[src/rtl/mem_port_arbiter.sv]
// mem_port_arbiter: shares one variable-latency memory port between the fetch
// stage and the memory stage. Data requests win over fetch requests, one
// transaction is in flight at a time, and a watchdog aborts transactions the
// memory never acknowledges so the pipeline cannot deadlock.
module mem_port_arbiter #(
    parameter int AW      = 32,
    parameter int DW      = 32,
    parameter int TIMEOUT = 64
) (
    input  logic          clk,
    input  logic          Reset,
    input  logic          IReqF,
    input  logic [AW-1:0] IAddrF,
    output logic [DW-1:0] IRdataF,
    output logic          IReadyF,
    input  logic          DReqM,
    input  logic          DWeM,
    input  logic [AW-1:0] DAddrM,
    input  logic [DW-1:0] DWdataM,
    output logic [DW-1:0] DRdataM,
    output logic          DReadyM,
    output logic          MemReq,
    output logic          MemWe,
    output logic [AW-1:0] MemAddr,
    output logic [DW-1:0] MemWdata,
    input  logic [DW-1:0] MemRdata,
    input  logic          MemAck,
    output logic          StallFMem,
    output logic          StallMMem,
    output logic          MemErr
);

    localparam int             WDW     = $clog2(TIMEOUT + 1);
    // Last watchdog value before abort: the busy state lasts at most TIMEOUT cycles.
    localparam logic [WDW-1:0] WD_LAST = WDW'(TIMEOUT - 1);

    typedef enum logic [1:0] {IDLE, BUSY_I, BUSY_D, DONE} state_t;

    state_t         state_q,  state_d;
    logic           sel_d_q,  sel_d_d;     // 1 when the current transaction belongs to the data port
    logic           req_q,    req_d;
    logic           we_q,     we_d;
    logic [AW-1:0]  addr_q,   addr_d;
    logic [DW-1:0]  wdata_q,  wdata_d;
    logic [DW-1:0]  irdata_q, irdata_d;
    logic [DW-1:0]  drdata_q, drdata_d;
    logic           err_q,    err_d;
    logic [WDW-1:0] wdog_q,   wdog_d;

    // State and datapath registers; reset drops MemReq asynchronously.
    always_ff @(posedge clk or negedge Reset) begin
        if (!Reset) begin
            state_q  <= IDLE;
            sel_d_q  <= 1'b0;
            req_q    <= 1'b0;
            we_q     <= 1'b0;
            addr_q   <= '0;
            wdata_q  <= '0;
            irdata_q <= '0;
            drdata_q <= '0;
            err_q    <= 1'b0;
            wdog_q   <= '0;
        end else begin
            state_q  <= state_d;
            sel_d_q  <= sel_d_d;
            req_q    <= req_d;
            we_q     <= we_d;
            addr_q   <= addr_d;
            wdata_q  <= wdata_d;
            irdata_q <= irdata_d;
            drdata_q <= drdata_d;
            err_q    <= err_d;
            wdog_q   <= wdog_d;
        end
    end

    // Grant, completion and watchdog next-state logic.
    always_comb begin
        state_d  = state_q;
        sel_d_d  = sel_d_q;
        req_d    = req_q;
        we_d     = we_q;
        addr_d   = addr_q;
        wdata_d  = wdata_q;
        irdata_d = irdata_q;
        drdata_d = drdata_q;
        err_d    = err_q;
        wdog_d   = wdog_q;
        case (state_q)
            IDLE: begin
                if (DReqM) begin
                    state_d = BUSY_D;
                    sel_d_d = 1'b1;
                    req_d   = 1'b1;
                    we_d    = DWeM;
                    addr_d  = DAddrM;
                    wdata_d = DWdataM;
                    wdog_d  = '0;
                end else if (IReqF) begin
                    state_d = BUSY_I;
                    sel_d_d = 1'b0;
                    req_d   = 1'b1;
                    we_d    = 1'b0;
                    addr_d  = IAddrF;
                    wdog_d  = '0;
                end
            end
            BUSY_I, BUSY_D: begin
                if (MemAck) begin
                    req_d   = 1'b0;
                    state_d = DONE;
                    if (!we_q) begin
                        if (state_q == BUSY_I) irdata_d = MemRdata;
                        else                   drdata_d = MemRdata;
                    end
                end else if (wdog_q == WD_LAST) begin
                    // Abort: report the error and complete with zero read data.
                    req_d   = 1'b0;
                    err_d   = 1'b1;
                    state_d = DONE;
                    if (!we_q) begin
                        if (state_q == BUSY_I) irdata_d = '0;
                        else                   drdata_d = '0;
                    end
                end else begin
                    wdog_d = wdog_q + WDW'(1);
                end
            end
            DONE: begin
                state_d = IDLE;
            end
            default: begin
                state_d = IDLE;
            end
        endcase
    end

    // Ready pulses decode the registered DONE state, so they are glitch-free.
    assign IReadyF   = (state_q == DONE) && !sel_d_q;
    assign DReadyM   = (state_q == DONE) &&  sel_d_q;
    assign IRdataF   = irdata_q;
    assign DRdataM   = drdata_q;
    assign MemReq    = req_q;
    assign MemWe     = we_q;
    assign MemAddr   = addr_q;
    assign MemWdata  = wdata_q;
    assign MemErr    = err_q;
    // Stalls are combinational so the hazard unit sees them in the request's first cycle.
    assign StallFMem = IReqF & ~IReadyF;
    assign StallMMem = DReqM & ~DReadyM;

endmodule

[config.mk]
export PLATFORM = sky130hd
export DESIGN_NAME = mem_port_arbiter
export DESIGN_NICKNAME = d
export VERILOG_FILES = /design/src/rtl/mem_port_arbiter.sv
export SDC_FILE = /design/constraint.sdc
export NUM_CORES = 1
export LEC_CHECK = 0
export ABC_AREA = 0
export CORE_ASPECT_RATIO = 1.2
export CORE_MARGIN = 2
export CORE_UTILIZATION = 42
export CTS_CLUSTER_SIZE = 14
export DETAILED_ROUTE_END_ITERATION = 7
export HOLD_SLACK_MARGIN = 0.12
export PLACE_DENSITY = 0.81
export RECOVER_POWER = 100
export SYNTH_ARGS = -nofsm -noshare
export SYNTH_HDL_FRONTEND = slang
export SYNTH_SLANG_ARGS = --single-unit
[constraint.sdc]
create_clock -name clk -period 2.3 [get_ports clk]
set_input_delay 0.345 -clock clk [delete_from_list [all_inputs] [get_ports clk]]
set_output_delay 0.345 -clock clk [all_outputs]
set_load 0.02 [all_outputs]
### Word level (Yosys, flattened, before mapping)

Cells that the tools add are included.

* add/subtract/negate cells: 1
* equality and inequality tests: 8
* muxes and demuxes: 32
* bitwise gates (word level): 7
* reductions and logical operators: 16

Operators with widths (number)
* 32-bit 2-to-1 mux: 14
* 7-bit 2-to-1 mux: 4
* 7-bit one-hot mux with 2 select lines: 1
* 4-bit AND reduction: 3
* 2-bit 2-to-1 mux: 4
* 7-bit by 1-bit adder with 7-bit output, second input constant: 1
* 7-bit by 6-bit == test with 1-bit output, second input constant: 1
* 1-bit 2-to-1 mux: 7
* 3-bit != test, second input constant: 2
* 2-bit one-hot mux with 3 select lines: 1
* 2-bit AND reduction: 3
* 3-bit AND reduction: 2
* 2-bit nonzero test: 3
* 1-bit inverter: 5
* 2-bit == test, second input constant: 2
* 2-bit != test, second input constant: 2
* 1-bit AND: 2
* 2-bit by 1-bit == test with 1-bit output, second input constant: 1
* 1-bit logical AND: 2
* 2-bit zero test: 1
* 1-bit one-hot mux with 2 select lines: 1
* 2-bit OR reduction: 1
* 1-bit zero test: 1

* bits in registers: 141
* bits of input ports: 134
* word-level logic and storage cells: 74

### Longest topological paths before layout

* depth after elaboration: 5
* depth in mapped cells: 8
* gate-level depth less buffers: 6

### Worst setup path before layout

Ideal clock, no wire load.

* path type: register to register
* start point: register state_q[0]
* end point: register state_q[0]
* library setup time: 125 ps
* arrival time: 1637 ps
* required time: 2175 ps
* path slack: 539 ps
* cell stages (with the launch flop): 7
* buffers on the path: 1
* period minus slack after synthesis: 1761 ps
* cells stage by stage: dfrtp_1 -> inv_1 -> ha_1 -> or3b_1 -> clkbuf_1 -> nand2_1 -> mux2_2

* word-level cells in the longest chain between the ends: 4

RTL lines
* from (decl): RTL line 39 `state_t state_q, state_d;`
* from (signal assigned): RTL line 64 `state_q <= state_d;`
* 2-bit by 1-bit == test with 1-bit output or 2-bit == test (tied branches): RTL line 89 `case (state_q)`
* 2-bit OR reduction: RTL line 89
* 3-bit != test (no line)
* 2-bit AND reduction (no line)

Several ways; a longest one is shown, not always the timed one.
A chain may end at the register's enable or synchronous reset.

### Worst setup path after layout

* start point: register state_q[0]
* end point: register wdata_q[13] (netlist: MemWdata[13])

* word-level cells in the longest chain between the ends: 2

RTL lines
* 2-bit zero test: RTL line 89
* 2-bit AND reduction (no line)
* to (signal assigned): RTL line 69 `wdata_q <= wdata_d;`
* to (decl): RTL line 44 `logic [DW-1:0] wdata_q, wdata_d;`

Every way passes these cells.

==> parameters.txt <==
Parameter                              Value

Run status
  Run status    finished, final reports clean

GRT
  Total global-route track usage    0.222
  Antenna violations before repair    0
  Pin count of the biggest net entering global routing    65
  GRT Residual Overflow    0
  Global-route wire length before repair    26.3 mm
  GR Layer Usage met3    0.0746
  GRT met2 Usage    0.370
  Number of global-route vias before repair    5026
  Most crowded layer after global routing    met2
  Met1 Resource Use GR    0.269

Hold path
  Worst min-delay path category    primary input to register

Synth
  Proportion of synthesized chip area in sequential cells    0.594
  Mean area per synthesized cell    12.5 um^2
  Post-Synthesis Cells    475
  Netlist Area Pre-Place    5940 um^2
  Yosys warnings    0
  Register bit total from synthesis    141
  Distinct cells, synth    39
  Total nets after synthesis    614

Drt
  # DRC    0
  Number of vias in the routed layout    4871
  Via density    5.27
  Detailed-route wire length    16.8 mm
  Routed wirelength normalized by instance count    18.1 um
  First-iteration detailed-routing DRC count    306
  Antenna Violating Nets Remaining    0
  Detailed-routing iteration count for the pre-antenna-repair pass    4

Clock tree
  Clk sink count    141
  Number of buffers created by CTS    17
  Worst-skew pair later-pin latency    0.41 ns
  Clock transition at the registers of the reported paths    0.06 ns
  TritonCTS clock tree    done
  Deepest level of the CTS H-tree    4
  Buffer levels on the longest clock path    2
  Clk Tree Root Cell    sky130_fd_sc_hd__clkbuf_16

Place
  Post-Place Cell Area    8810 um^2
  Number of placed instances, taps included    891
  Worst slack after detailed placement    0.234 ns
  Final Wtd Congestion    0.807
  Port-buffer cells    268
  Placed wire-length estimate    12.7 mm

Floorplanning
  Chip height    134 um
  I/O pin count    269
  Cell row count    47
  Overall die area    15100 um^2
  Initial standard-cell utilization of the core    0.430
  Core area    13800 um^2
  Die X-Extent    113 um

Cells and area
  Ratio of cells with drive above 1 in the final layout    0.116
  Diode count    0
  Utilization of the core after routing    0.676
  Final net count    879
  Layout Area Growth over Synthesis    57.2%
  Final non-filler cell total    924
  Final-layout fill cell count    1052
  Fin area    9340 um^2

Timing
  Max Fclk    486 MHz
  Setup repair after global routing missed its margin    no
  Min Clock Period, post-route    2.06 ns
  Number of endpoints failing setup at the final stage    0
  Sum of negative setup slack    0 ns
  Number of hold violations in the final report    0
  Final worst path period share    0.895
  Pin slew with the least headroom to its limit    1.46 ns
  Count of pins over their slew limit    0
  Post-layout worst setup margin    0.242 ns
  Final Skew    0.0121 ns
  Relative slew margins    0.0296

Critical path
  Endpoint type of the worst setup path    register
  Type of element launching the critical path    register
  Required time of the worst setup path    2.59 ns
  Cells traversed along the worst timing path    inv_1 > ha_1 > nand2_1 > buf_2 > mux2_2
  Cell type of the slowest stage on the worst timing path    sky130_fd_sc_hd__buf_2
  Classification of the worst setup path    register to register
  Slowest stage delay, CP    0.60 ns
  Worst endpoint data arrival time    2.35 ns
  Worst-path maximum fanout    33

Power
  Leakage power    4.09 nW
  Power per Cell Area    1420 nW/um^2
  Maximum VDD drop    727 uV

Job
  Number of max-cap violations    0
## state kept, by name, summed over array words and instances, names as in the netlist
signal and flops:
MemAddr 32, DRdataM 32, MemReq 1, MemWdata 32, MemErr 1, MemWe 1, state_q 2, sel_d_q 1
wdog_q 7, IRdataF 32
## layout make-up
class / count / area [um^2] / area share
multi-input combinational: 291 / 2200 / 0.235
clock inverter: 15 / 153 / 0.0163
clock buffer: 17 / 425 / 0.0455
timing repair buffer: 282 / 2800 / 0.300
tap: 171 / 214 / 0.0229
inverter: 7 / 26.3 / 0.00281
sequential: 141 / 3530 / 0.378
## critical path: cells and delay by family (launching register included)
family        cells  cell delay [ns]
mux               1             0.42
flops             1             0.40
simple gates      1             0.11
buf+inv           2             0.69
fa+ha+maj         1             0.31
## placed cells by master (no fill, tap or decap), types with 3 or more instances in the layout
cell type | Yosys | layout
sky130_fd_sc_hd__dfrtp_1 | 141 | 141
sky130_fd_sc_hd__o2bb2ai_1 | 33 | 33
sky130_fd_sc_hd__inv_8 | 0 | 3
sky130_fd_sc_hd__a32o_1 | 33 | 33
sky130_fd_sc_hd__buf_12 | 0 | 4
sky130_fd_sc_hd__clkinvlp_4 | 0 | 3
sky130_fd_sc_hd__ha_1 | 5 | 4
sky130_fd_sc_hd__nor2b_1 | 4 | 4
sky130_fd_sc_hd__buf_4 | 0 | 5
sky130_fd_sc_hd__clkbuf_16 | 0 | 17
sky130_fd_sc_hd__inv_6 | 0 | 5
sky130_fd_sc_hd__o21ai_0 | 36 | 35
sky130_fd_sc_hd__nand2_1 | 76 | 76
sky130_fd_sc_hd__nand3_1 | 3 | 3
sky130_fd_sc_hd__mux2_2 | 33 | 33
sky130_fd_sc_hd__inv_1 | 7 | 7
sky130_fd_sc_hd__o211ai_1 | 5 | 5
sky130_fd_sc_hd__clkdlybuf4s50_1 | 0 | 131
sky130_fd_sc_hd__clkbuf_1 | 13 | 5
sky130_fd_sc_hd__mux2i_1 | 32 | 32
sky130_fd_sc_hd__dlygate4sd3_1 | 0 | 132
## Yosys cell counts
| cell | n | area share |
|---|---|---|
| sky130_fd_sc_hd__o311ai_0 | 2 | 0.0029 |
| sky130_fd_sc_hd__ha_1 | 5 | 0.011 |
| sky130_fd_sc_hd__buf_6 | 6 | 0.011 |
| sky130_fd_sc_hd__mux2_2 | 33 | 0.063 |
| sky130_fd_sc_hd__clkbuf_1 | 13 | 0.0082 |
| sky130_fd_sc_hd__or3_1 | 1 | 0.0011 |
| sky130_fd_sc_hd__buf_2 | 17 | 0.014 |
| sky130_fd_sc_hd__nor3b_1 | 1 | 0.0013 |
| sky130_fd_sc_hd__nor4_1 | 1 | 0.0011 |
| sky130_fd_sc_hd__o221ai_2 | 1 | 0.0025 |
| sky130_fd_sc_hd__nand3_4 | 1 | 0.0029 |
| sky130_fd_sc_hd__o31ai_1 | 1 | 0.0013 |
| sky130_fd_sc_hd__or4_1 | 2 | 0.0025 |
| sky130_fd_sc_hd__a21oi_1 | 2 | 0.0017 |
| sky130_fd_sc_hd__a32o_1 | 33 | 0.056 |
| sky130_fd_sc_hd__o211ai_1 | 5 | 0.0063 |
| sky130_fd_sc_hd__nand3b_1 | 2 | 0.0025 |
| sky130_fd_sc_hd__o21ai_0 | 36 | 0.030 |
| sky130_fd_sc_hd__o2bb2ai_1 | 33 | 0.049 |
| sky130_fd_sc_hd__a21boi_0 | 1 | 0.0013 |
| sky130_fd_sc_hd__nor2b_1 | 4 | 0.0042 |
| sky130_fd_sc_hd__o32ai_1 | 1 | 0.0015 |
| sky130_fd_sc_hd__o21bai_4 | 1 | 0.0032 |
| sky130_fd_sc_hd__nand2b_1 | 2 | 0.0021 |
| sky130_fd_sc_hd__and2_1 | 2 | 0.0021 |
| sky130_fd_sc_hd__inv_1 | 7 | 0.0044 |
| sky130_fd_sc_hd__nand3_1 | 3 | 0.0025 |
| sky130_fd_sc_hd__o21ai_4 | 1 | 0.0027 |
| sky130_fd_sc_hd__or3b_1 | 1 | 0.0015 |
| sky130_fd_sc_hd__nand3b_2 | 1 | 0.0019 |
| sky130_fd_sc_hd__and3_2 | 1 | 0.0013 |
| sky130_fd_sc_hd__dfrtp_1 | 141 | 0.59 |
| sky130_fd_sc_hd__nand2_1 | 76 | 0.048 |
| sky130_fd_sc_hd__mux2i_1 | 32 | 0.054 |
| sky130_fd_sc_hd__or4bb_1 | 1 | 0.0019 |
| sky130_fd_sc_hd__nand3_2 | 1 | 0.0017 |
| sky130_fd_sc_hd__nor2_1 | 1 | 0.00063 |
| sky130_fd_sc_hd__and2b_1 | 2 | 0.0025 |
| sky130_fd_sc_hd__a41oi_1 | 1 | 0.0015 |
## through the flow
| step | total power, mW | hold slack (ns) |
|---|---|---|
| final | 13.2 | 0.392 |
| after global routing | 14.0 | 0.395 |
| after CTS | 13.9 | 0.378 |
| after detailed placement | 11.2 | 0.346 |
| after global placement | 10.9 | 0.341 |
| after floorplan | 7.92 | 0.0494 |
## layer usage
layer,part of all wire,wire length (um),up-vias
met4,0.021,359,0
met5,0,0,-
met2,0.50,8390,235
met3,0.086,1440,27
met1,0.39,6570,2328
li1,-,-,2281
## cells by family after synthesis
| logic type | after synthesis | synth area share |
|---|---|---|
| AND/OR/NAND/NOR | 103 | 0.0817 |
| adder cells (fa/ha/maj) | 5 | 0.0105 |
| flip-flops | 141 | 0.594 |
| buffers and inverters | 43 | 0.0383 |
| multiplexers | 65 | 0.116 |
| AO/OA/AOI/OAI | 118 | 0.159 |
## repair_timing
item | in CTS | in global routing
hold buffers | 1 | 0
buffers inserted | 0 | 0
endpoints found under the setup margin | 1 | 3
gates resized for setup | 1 | 3
gates cloned | 0 | 0
hold endpoints to repair | 52 | 0
## power breakdown
part,total (mW),internal (mW),switching [mW]
registers,4.29,3.66,0.638
clock network,2.66,1.53,1.13
logic,6.28,2.82,3.46
total,13.2,8.00,5.23
## final timing paths
kind                             startpoint            to  slack, ns  cells past startpoint
worst max-delay path             state_q[0]  MemWdata[13]       0.24                      5
worst max register to register   state_q[0]  MemWdata[13]       0.24                      5
min in group asynchronous             Reset   DRdataM[24]       0.83                      2
max in group asynchronous             Reset    IRdataF[7]       0.49                      3
worst min register to register  MemAddr[23]   MemAddr[23]       0.47                      2
worst min-delay path                  DReqM    state_q[1]       0.39                      3
(Power assumes the default switching activity.)
